## src/rtl/quiz_pkg.sv

```systemverilog
// Shared types and defaults for the Braille trainer quiz round controller.
package quiz_pkg;

    typedef enum logic [2:0] {
        IDLE,
        DRAW,
        CHECK,
        PRESENT,
        RESULT,
        DONE
    } state_t;

    typedef logic [3:0] symbol_t;

    localparam int DEF_NUM_ROUNDS     = 10;
    localparam int DEF_MAX_SYMBOL     = 9;
    localparam int DEF_MAX_REDRAW     = 3;
    localparam int DEF_TIMEOUT_CYCLES = 50_000_000;
    localparam int DEF_RESULT_CYCLES  = 25_000_000;
    localparam int TIMER_W            = 32;

    // Maps an out-of-range draw back into 0..max_symbol.
    function automatic symbol_t fold_symbol(input symbol_t v, input int max_symbol);
        logic [4:0] wide;
        wide = {1'b0, v} - 5'(max_symbol + 1);
        return wide[3:0];
    endfunction

    function automatic symbol_t next_symbol(input symbol_t v, input int max_symbol);
        return (int'(v) >= max_symbol) ? '0 : v + 4'd1;
    endfunction

endpackage

```

## src/rtl/quiz_timer.sv

```systemverilog
// Loadable down-counter; tc is high while enabled and the count has reached zero.
module quiz_timer
    import quiz_pkg::*;
#(
    parameter int W = TIMER_W
) (
    input  logic         clk,
    input  logic         rst,
    input  logic         load,
    input  logic [W-1:0] load_val,
    input  logic         en,
    output logic         tc
);

    logic [W-1:0] count_q;
    logic [W-1:0] count_d;

    always_comb begin
        count_d = count_q;
        if (load) begin
            count_d = load_val;
        end else if (en && (count_q != '0)) begin
            count_d = count_q - W'(1);
        end
    end

    always_ff @(posedge clk) begin
        if (rst) begin
            count_q <= '0;
        end else begin
            count_q <= count_d;
        end
    end

    assign tc = en && (count_q == '0);

endmodule

```

## src/rtl/quiz_round_ctrl.sv

```systemverilog
// Session sequencer for the Braille trainer: draw, validate, present, score, repeat.
// Optional macro QUIZ_NO_REPEAT_EN rejects a draw equal to the previous round's target.
module quiz_round_ctrl
    import quiz_pkg::*;
#(
    parameter int NUM_ROUNDS     = DEF_NUM_ROUNDS,
    parameter int MAX_SYMBOL     = DEF_MAX_SYMBOL,
    parameter int MAX_REDRAW     = DEF_MAX_REDRAW,
    parameter int TIMEOUT_CYCLES = DEF_TIMEOUT_CYCLES,
    parameter int RESULT_CYCLES  = DEF_RESULT_CYCLES
) (
    input  logic       clk,
    input  logic       rst,
    input  logic       start,
    input  logic       submit,
    input  logic [3:0] answer,
    input  logic [3:0] rng_in,
    output logic       rng_update,
    output logic [3:0] target,
    output logic       target_valid,
    output logic       result_correct,
    output logic       result_wrong,
    output logic       timed_out,
    output logic [7:0] score,
    output logic [7:0] round_idx,
    output logic       busy,
    output logic       done
);

    localparam symbol_t    MAX_SYM    = symbol_t'(MAX_SYMBOL);
    localparam logic [7:0] REDRAW_LIM = 8'(MAX_REDRAW);
    localparam logic [7:0] ROUNDS_LIM = 8'(NUM_ROUNDS);

    state_t     state_q, state_d;
    logic [7:0] redraw_q, redraw_d;
    logic [7:0] score_q, score_d;
    logic [7:0] round_q, round_d;
    symbol_t    target_q, target_d;
    logic       rng_update_q, rng_update_d;
    logic       target_valid_q, target_valid_d;
    logic       correct_q, correct_d;
    logic       wrong_q, wrong_d;
    logic       timed_out_q, timed_out_d;
    logic       busy_q, busy_d;
    logic       done_q, done_d;

    logic    tmo_load, tmo_tc, res_load, res_tc;
    logic    draw_ok;
    symbol_t fallback;

`ifdef QUIZ_NO_REPEAT_EN
    symbol_t prev_q, prev_d;
    logic    has_prev_q, has_prev_d;

    always_comb begin
        draw_ok  = (rng_in <= MAX_SYM) && !(has_prev_q && (rng_in == prev_q));
        fallback = (rng_in > MAX_SYM) ? fold_symbol(rng_in, MAX_SYMBOL) : rng_in;
        if (has_prev_q && (fallback == prev_q)) begin
            fallback = next_symbol(fallback, MAX_SYMBOL);
        end
    end
`else
    assign draw_ok  = (rng_in <= MAX_SYM);
    assign fallback = fold_symbol(rng_in, MAX_SYMBOL);
`endif

    quiz_timer #(.W(TIMER_W)) u_answer_timer (
        .clk      (clk),
        .rst      (rst),
        .load     (tmo_load),
        .load_val (TIMER_W'(TIMEOUT_CYCLES - 1)),
        .en       (state_q == PRESENT),
        .tc       (tmo_tc)
    );

    quiz_timer #(.W(TIMER_W)) u_result_timer (
        .clk      (clk),
        .rst      (rst),
        .load     (res_load),
        .load_val (TIMER_W'(RESULT_CYCLES - 1)),
        .en       (state_q == RESULT),
        .tc       (res_tc)
    );

    always_comb begin
        state_d     = state_q;
        redraw_d    = redraw_q;
        score_d     = score_q;
        round_d     = round_q;
        target_d    = target_q;
        correct_d   = 1'b0;
        wrong_d     = 1'b0;
        timed_out_d = 1'b0;
        tmo_load    = 1'b0;
        res_load    = 1'b0;
`ifdef QUIZ_NO_REPEAT_EN
        prev_d      = prev_q;
        has_prev_d  = has_prev_q;
`endif
        case (state_q)
            IDLE, DONE: begin
                if (start) begin
                    score_d  = '0;
                    round_d  = '0;
                    redraw_d = '0;
                    state_d  = DRAW;
`ifdef QUIZ_NO_REPEAT_EN
                    has_prev_d = 1'b0;
`endif
                end
            end
            DRAW: state_d = CHECK;
            CHECK: begin
                if (draw_ok) begin
                    target_d = rng_in;
                    state_d  = PRESENT;
                end else if (redraw_q < REDRAW_LIM) begin
                    redraw_d = redraw_q + 8'd1;
                    state_d  = DRAW;
                end else begin
                    target_d = fallback;
                    state_d  = PRESENT;
                end
                if (state_d == PRESENT) begin
                    redraw_d = '0;
                    tmo_load = 1'b1;
`ifdef QUIZ_NO_REPEAT_EN
                    prev_d     = target_d;
                    has_prev_d = 1'b1;
`endif
                end
            end
            PRESENT: begin
                // A submit in the final timeout cycle still counts as an answer.
                if (submit) begin
                    correct_d = (answer == target_q);
                    wrong_d   = (answer != target_q);
                    state_d   = RESULT;
                end else if (tmo_tc) begin
                    wrong_d     = 1'b1;
                    timed_out_d = 1'b1;
                    state_d     = RESULT;
                end
                if (state_d == RESULT) begin
                    res_load = 1'b1;
                    round_d  = round_q + 8'd1;
                    if (correct_d && (score_q != 8'hFF)) begin
                        score_d = score_q + 8'd1;
                    end
                end
            end
            RESULT: begin
                if (res_tc) begin
                    state_d = (round_q == ROUNDS_LIM) ? DONE : DRAW;
                end else begin
                    correct_d   = correct_q;
                    wrong_d     = wrong_q;
                    timed_out_d = timed_out_q;
                end
            end
            default: state_d = IDLE;
        endcase

        rng_update_d   = (state_d == DRAW);
        target_valid_d = (state_d == PRESENT);
        busy_d         = (state_d != IDLE) && (state_d != DONE);
        done_d         = (state_d == DONE);
    end

    always_ff @(posedge clk) begin
        if (rst) begin
            state_q        <= IDLE;
            redraw_q       <= '0;
            score_q        <= '0;
            round_q        <= '0;
            target_q       <= '0;
            rng_update_q   <= 1'b0;
            target_valid_q <= 1'b0;
            correct_q      <= 1'b0;
            wrong_q        <= 1'b0;
            timed_out_q    <= 1'b0;
            busy_q         <= 1'b0;
            done_q         <= 1'b0;
`ifdef QUIZ_NO_REPEAT_EN
            prev_q         <= '0;
            has_prev_q     <= 1'b0;
`endif
        end else begin
            state_q        <= state_d;
            redraw_q       <= redraw_d;
            score_q        <= score_d;
            round_q        <= round_d;
            target_q       <= target_d;
            rng_update_q   <= rng_update_d;
            target_valid_q <= target_valid_d;
            correct_q      <= correct_d;
            wrong_q        <= wrong_d;
            timed_out_q    <= timed_out_d;
            busy_q         <= busy_d;
            done_q         <= done_d;
`ifdef QUIZ_NO_REPEAT_EN
            prev_q         <= prev_d;
            has_prev_q     <= has_prev_d;
`endif
        end
    end

    assign rng_update     = rng_update_q;
    assign target         = target_q;
    assign target_valid   = target_valid_q;
    assign result_correct = correct_q;
    assign result_wrong   = wrong_q;
    assign timed_out      = timed_out_q;
    assign score          = score_q;
    assign round_idx      = round_q;
    assign busy           = busy_q;
    assign done           = done_q;

endmodule
```

## config.mk

```make
export PLATFORM = sky130hd
export DESIGN_NAME = quiz_round_ctrl
export DESIGN_NICKNAME = d
export VERILOG_FILES = /design/src/rtl/quiz_pkg.sv /design/src/rtl/quiz_timer.sv /design/src/rtl/quiz_round_ctrl.sv
export SDC_FILE = /design/constraint.sdc
export NUM_CORES = 1
export LEC_CHECK = 0
export ABC_AREA = 1
export CORE_MARGIN = 2
export CORE_UTILIZATION = 45
export CTS_BUF_LIST = sky130_fd_sc_hd__clkbuf_2
export CTS_CLUSTER_SIZE = 28
export DETAILED_ROUTE_END_ITERATION = 8
export GPL_TIMING_DRIVEN = 0
export PLACE_DENSITY = 0.66
export SYNTH_ARGS = -nofsm -noshare
export SYNTH_HDL_FRONTEND = slang
export SYNTH_HIERARCHICAL = 1
export SYNTH_SLANG_ARGS = --single-unit
```

## constraint.sdc

```tcl
create_clock -name clk -period 4.1 [get_ports clk]
set_input_delay 1.025 -clock clk [delete_from_list [all_inputs] [get_ports clk]]
set_output_delay 1.025 -clock clk [all_outputs]
set_load 0.02 [all_outputs]
```

== Yosys cells after proc, flatten, opt, wreduce, memory -nomap -nowiden ==
Cells that the tools add are included.

* Register bits after elaboration: 102
* Latch bits: 0
* Bits in writable memories: 0
* Memory bits (read-only): 0
* Input bits: 12
* Output and inout port bits: 27
* Logic and storage cells: 108
* Memories: 0

* Add/sub/neg operators: 6
* $mul: 0
* Divide/modulo/power cells: 0
* Order comparisons: 2
* Eq/ne operators: 22
* Shifts and indexed selects: 0
* Mux-type cells: 39
* Bitwise gates (word level): 0
* Reductions and logical operators: 23

{| class="wikitable"
|+ Operators with widths
! cell !! count
|-
| logical NOT 32 bit || 2
|-
| nonzero test 32 bit || 2
|-
| subtractor 32 x 1 -> 32 bit, second input constant || 2
|-
| 2-to-1 mux 8 bit || 7
|-
| 2-to-1 mux 26 bit || 2
|-
| 2-to-1 mux 25 bit || 2
|-
| one-hot mux 8 bit (2 select lines) || 3
|-
| adder 8 x 1 -> 8 bit, second input constant || 3
|-
| 2-to-1 mux 3 bit || 7
|-
| one-hot mux 3 bit (5 select lines) || 1
|-
| equality test 3 x 2 -> 1 bit, second input constant || 4
|-
| equality test 3 bit, second input constant || 4
|-
| 2-to-1 mux 1 bit || 10
|-
| inequality test 2 bit, second input constant || 5
|-
| inequality test 3 bit, second input constant || 3
|-
| equality test 8 x 4 -> 1 bit, second input constant || 1
|-
| less-than comparator 8 x 2 -> 1 bit, second input constant || 1
|-
| 2-to-1 mux 4 bit || 2
|-
| inequality test 8 bit, second input constant || 1
|-
| AND reduction 4 bit || 2
|-
| nonzero test 2 bit || 4
|-
| equality test 3 x 1 -> 1 bit, second input constant || 2
|-
| logical AND 1 bit || 6
|-
| one-hot mux 1 bit (2 select lines) || 3
|-
| other kinds (10) || 13
|}

== Longest topological paths before layout ==
* Depth in word-level cells: 9
* Gate-level depth with buffers: 16
* Depth with buffers taken out: 16

== Hierarchy ==
The synthesis kept the hierarchy.

{| class="wikitable"
|+ By module, submodules not included
! module !! instances !! cells each !! area each (um^2) !! seq. area each (um^2)
|-
| quiz_timer || 2 || 456 || 2537.4 || 640.6
|-
| quiz_round_ctrl || 1 || 289 || 1996.9 || 760.7
|}

== Worst setup path before layout ==
Ideal clock, no wire load.

* Path kind: flip-flop to flip-flop
* Start: reg u_answer_timer.count_q[0]
* End: reg u_result_timer.count_q[8]
* Library setup time: 113 ps
* Arrival: 2443 ps
* Data required time: 3987 ps
* Slack: 1543 ps
* Cell stages (with the launch flop): 14
* Buffers on the path: 2
* Period minus slack after synthesis: 2557 ps
* Cell sequence: dfxtp_1 inv_1 ha_1 nand2_2 nor2_8 nand3_1 nor4_1 nor2_2 nor2_8 clkbuf_1 clkbuf_1 o21ai_0 nor2_1 nor2_1

* Cells in the longest elaborated chain, start to end: 9

{| class="wikitable"
|+ RTL lines
! item !! RTL line !! RTL
|-
| start, declared || quiz_timer.sv:15 || <nowiki>logic [W-1:0] count_q;</nowiki>
|-
| start signal, assigned || quiz_timer.sv:31 || <nowiki>count_q <= count_d;</nowiki>
|-
| logical NOT 32 bit || quiz_timer.sv:35 || <nowiki>assign tc = en && (count_q == '0);</nowiki>
|-
| logical AND 1 bit || quiz_timer.sv:35 ||
|-
| via tmo_tc || quiz_round_ctrl.sv:47 || <nowiki>logic tmo_load, tmo_tc, res_load, res_tc;</nowiki>
|-
| 2-to-1 mux 3 bit || quiz_round_ctrl.sv:139 || <nowiki>end else if (tmo_tc) begin</nowiki>
|-
| 2-to-1 mux 3 bit || quiz_round_ctrl.sv:135 || <nowiki>if (submit) begin</nowiki>
|-
| 2-to-1 mux 3 bit || quiz_round_ctrl.sv:100 || <nowiki>case (state_q)</nowiki>
|-
| equality test 3 bit || quiz_round_ctrl.sv:144 || <nowiki>if (state_d == RESULT) begin</nowiki>
|-
| 2-to-1 mux 1 bit || quiz_round_ctrl.sv:144 ||
|-
| 2-to-1 mux 1 bit || quiz_round_ctrl.sv:100 ||
|-
| via res_load || quiz_round_ctrl.sv:47 ||
|-
| OR reduction 2 bit (no line) || n/a ||
|-
| end signal, assigned || quiz_timer.sv:31 ||
|-
| end, declared || quiz_timer.sv:15 ||
|}

The timed path passes the listed nets, and every way through them passes these cells. The select of a mux whose other input is x is not followed.
A chain may end at the register's enable or synchronous reset.

== Worst setup path in the final report ==
* Start: reg u_answer_timer.count_q[0]
* End: reg u_result_timer.count_q[14]

* Cells in the longest elaborated chain, start to end: 9
* Elaborated cells between the ends (all ways): 10
* Those cells by class: 1 x eq/ne; 6 x mux; 3 x reduce/logical

{| class="wikitable"
|+ RTL lines
! item !! RTL line
|-
| logical NOT 32 bit (*) || quiz_timer.sv:35
|-
| logical AND 1 bit (*) || quiz_timer.sv:35
|-
| via tmo_tc || quiz_round_ctrl.sv:47
|-
| 2-to-1 mux 3 bit (*) || quiz_round_ctrl.sv:139
|-
| 2-to-1 mux 3 bit (*) || quiz_round_ctrl.sv:135
|-
| 2-to-1 mux 3 bit (*) || quiz_round_ctrl.sv:100
|-
| equality test 3 bit (*) || quiz_round_ctrl.sv:144
|-
| 2-to-1 mux 1 bit (*) || quiz_round_ctrl.sv:144
|-
| 2-to-1 mux 1 bit (*) || quiz_round_ctrl.sv:100
|-
| via res_load || quiz_round_ctrl.sv:47
|-
| 2-to-1 mux 25 bit or nonzero test 2 bit (tied branches) || n/a
|}

Mark *: on every way through the listed nets, which the timed path passes. The rest lies on a longest branch. The select of a mux whose other input is x is not followed.

==> impl_metrics.ini <==
[status]
status = finished clean

[global_routing]
grt_pass1_wl_um = 31700
grtUsageMet3_pct = 4.34
gr-usage-all-layers_pct = 23.7
grt_pass1_vias = 6686
grt_antenna_before_repair = 1
gr-usage-met2_pct = 41.3
grt_overflow_total = 0
grt_max_degree = 15
top_usage_layer = met2
grtUsageMet1_pct = 31.0

[setup_path]
endpoint = u_result_timer/count_q[14]$_SDFFE_PP0P_
cp.required_ns = 4.65
worstRegToRegCells = 14
r2r_end = u_result_timer/count_q[14]$_SDFFE_PP0P_
end_kind = register
cp-start-kind = register
startpoint = u_answer_timer/count_q[0]$_SDFFE_PP0P_
crit_type = register to register
rrSetupSlack_ns = 0.62
crit_fanout = 10
critical_path_arrival_ns = 4.03
reg2reg_from = u_answer_timer/count_q[0]$_SDFFE_PP0P_

[floorplanning]
die_w_um = 129
die-area_um2 = 16700
die_h_um = 129
coreArea_um2 = 15300
rows = 45
initial_core_util_pct = 46.3
pin_count = 39

[yosys]
ys_ff_latch = 102
yosysWarnings = 6
netlist_area_um2 = 7070
synth_cells = 1201
synth_area_per_cell_um2 = 5.89
synth_seq_area_share_pct = 28.9
synth_cell_types = 44

[layout]
final_cell_mix = 341 x nand2_1, 302 x nor2_1, 103 x inv_1
fin_nets = 1331
layout_commonest_cell = nand2_1
area_delta_synth_final_pct = 13.8
multi_input_area_um2 = 4620
num-fill-cells = 1654
fin_util_pct = 52.8
drive_gt1_share_pct = 7.60
regArea_um2 = 2040

[sta]
hold_violations = 0
post-route-period-util_pct = 84.8
setup_viol = 0
fin_crit_ns = 3.48
rsz0062_at_grt = no
clock_skew_ns = 0.0425
drv_slew = 0
fin_tns_setup_ns = 0
tightest_slew_ns = 0.602
maxSlewHeadroom_pct = 59.5
clock.fmax_ghz = 0.288

[routing]
drcViolationCount = 0
ant_nets = 0
vias = 7268
wirelength_um = 19000
drt_iter0_drc = 434
wl_per_cell_um = 12.4
drt_first_pass_iters = 5
vias_per_cell = 4.76

[clock_tree]
cts_buffer_depth = 2
clk_latency_ns = 0.63
cts_made_buffers = 9
clk_pin_slew_ns = 0.26
tritoncts = yes
cts_sinks = 102
cts_hold_buffers = 0
cts_resized = 0
postCtsSetupRepairBufs = 0
clock_tree.root_cell = clkbuf_2
cts_max_level = 3

[min_path]
min-delay-path-class = register to register
holdPathStages = 2

[placement]
dpl.hpwl_um = 14300
port-buffer-count = 38
routabilityCongestion = 0.936

[power_and_ir_drop]
power_density_nw_per_um2 = 434
ir_worst_vdd_mv = 0.265
p_leak_nw = 3.91

[job]
drv_cap = 0
where the power goes:
| part | internal, mW | switching [mW] | total (mW) |
|---|---|---|---|
| combinational | 0.638 | 1.20 | 1.84 |
| clock | 0.146 | 0.340 | 0.486 |
| sequential | 1.08 | 0.0938 | 1.17 |
state kept, by name (all words and copies together), names as in the netlist:
name / flops
busy: 1
done: 1
redraw_q: 8
result_correct: 1
result_wrong: 1
rng_update: 1
round_idx: 8
score: 8
state_q: 3
target: 4
target_valid: 1
timed_out: 1
u_answer_timer/count_q: 32
u_result_timer/count_q: 32
cells by family after synthesis:
kind of cell	synth area share, %
adders and majority gates	1.24
other	0.106
DFF	28.9
xor gates and xnor gates	1.86
and+or+nand+nor	48.3
buffers and inverters	9.06
AOI/OAI and AO/OA	10.5
layer usage:
metal	part of all wire, %	vias to the layer above
met1	48	3237
met3	3.8	14
met5	0	-
met4	1.1	0
met2	47	101
li1	-	3916
metrics by stage:
stage / total power, mW / std cells / worst slack [ns] / area [um2] / hold WS [ns]
after floorplan: 2.60 / 1263 / 1.54 / 7300 / 0.418
after CTS: 3.51 / 1527 / 0.593 / 8050 / 0.458
after detailed placement: 3.00 / 1512 / 0.537 / 7950 / 0.430
after global placement: 2.99 / 1512 / 0.559 / 7950 / 0.429
after global routing: 3.83 / 1528 / 0.249 / 8050 / 0.493
final: 3.49 / 1528 / 0.625 / 8050 / 0.458
worst min-delay path by stage:
stage                                    end                startpoint  slack, ns
finish              redraw_q[4]$_SDFFE_PP0P_  redraw_q[4]$_SDFFE_PP0P_       0.46
global route        redraw_q[4]$_SDFFE_PP0P_  redraw_q[4]$_SDFFE_PP0P_       0.49
CTS                 redraw_q[3]$_SDFFE_PP0P_  redraw_q[3]$_SDFFE_PP0P_       0.46
detailed placement  redraw_q[3]$_SDFFE_PP0P_  redraw_q[3]$_SDFFE_PP0P_       0.43
global placement    redraw_q[5]$_SDFFE_PP0P_  redraw_q[5]$_SDFFE_PP0P_       0.43
floorplan           redraw_q[3]$_SDFFE_PP0P_  redraw_q[3]$_SDFFE_PP0P_       0.42
layout make-up:
class                   instances  share of cell area [%]
diodes                          1                  0.0311
plain buffers                  34                    2.70
clock buffers                  13                   0.808
clock inverters                 2                   0.420
inverters                     112                    5.25
multi-input cells            1015                    57.4
flip-flops and latches        102                    25.4
well taps                     211                    3.28
repair buffers                 38                    4.72
Yosys cell counts, drive strengths merged:
| cell type | instances | area (um2) |
|---|---|---|
| nand2 | 356 | 1420 |
| nor2 | 331 | 1380 |
| inv | 112 | 423 |
| dfxtp | 102 | 2040 |
| o21ai | 75 | 402 |
| nand3 | 72 | 388 |
| a21oi | 42 | 218 |
| buf | 17 | 154 |
| clkbuf | 17 | 63.8 |
| nor3 | 14 | 80.1 |
| xor2 | 13 | 114 |
| nand4 | 10 | 62.6 |
| ha | 7 | 87.6 |
| nand3b | 6 | 45.0 |
| o21bai | 6 | 52.6 |
| or2 | 5 | 31.3 |
| a31oi | 3 | 18.8 |
| a21o | 2 | 15.0 |
| conb | 2 | 7.51 |
| nor4 | 2 | 12.5 |
| o22ai | 2 | 12.5 |
| xnor2 | 2 | 17.5 |
| a22o | 1 | 8.76 |
| o211a | 1 | 10.0 |
| o211ai | 1 | 7.51 |
critical path, stage by stage (launching register included):
cell and delay [ns]:
dfxtp_1 0.39, inv_1 0.13, ha_1 0.25, nand2_2 0.15, nor2_8 0.21, nand3_1 0.16, nor4_1 0.49, nor2_2 0.17
nor2_8 0.22, clkbuf_1 0.42, clkbuf_1 0.51, nand2_1 0.10, nand2_1 0.09, nor2_1 0.04, nor2_1 0.08
(Power assumes the default switching activity.)
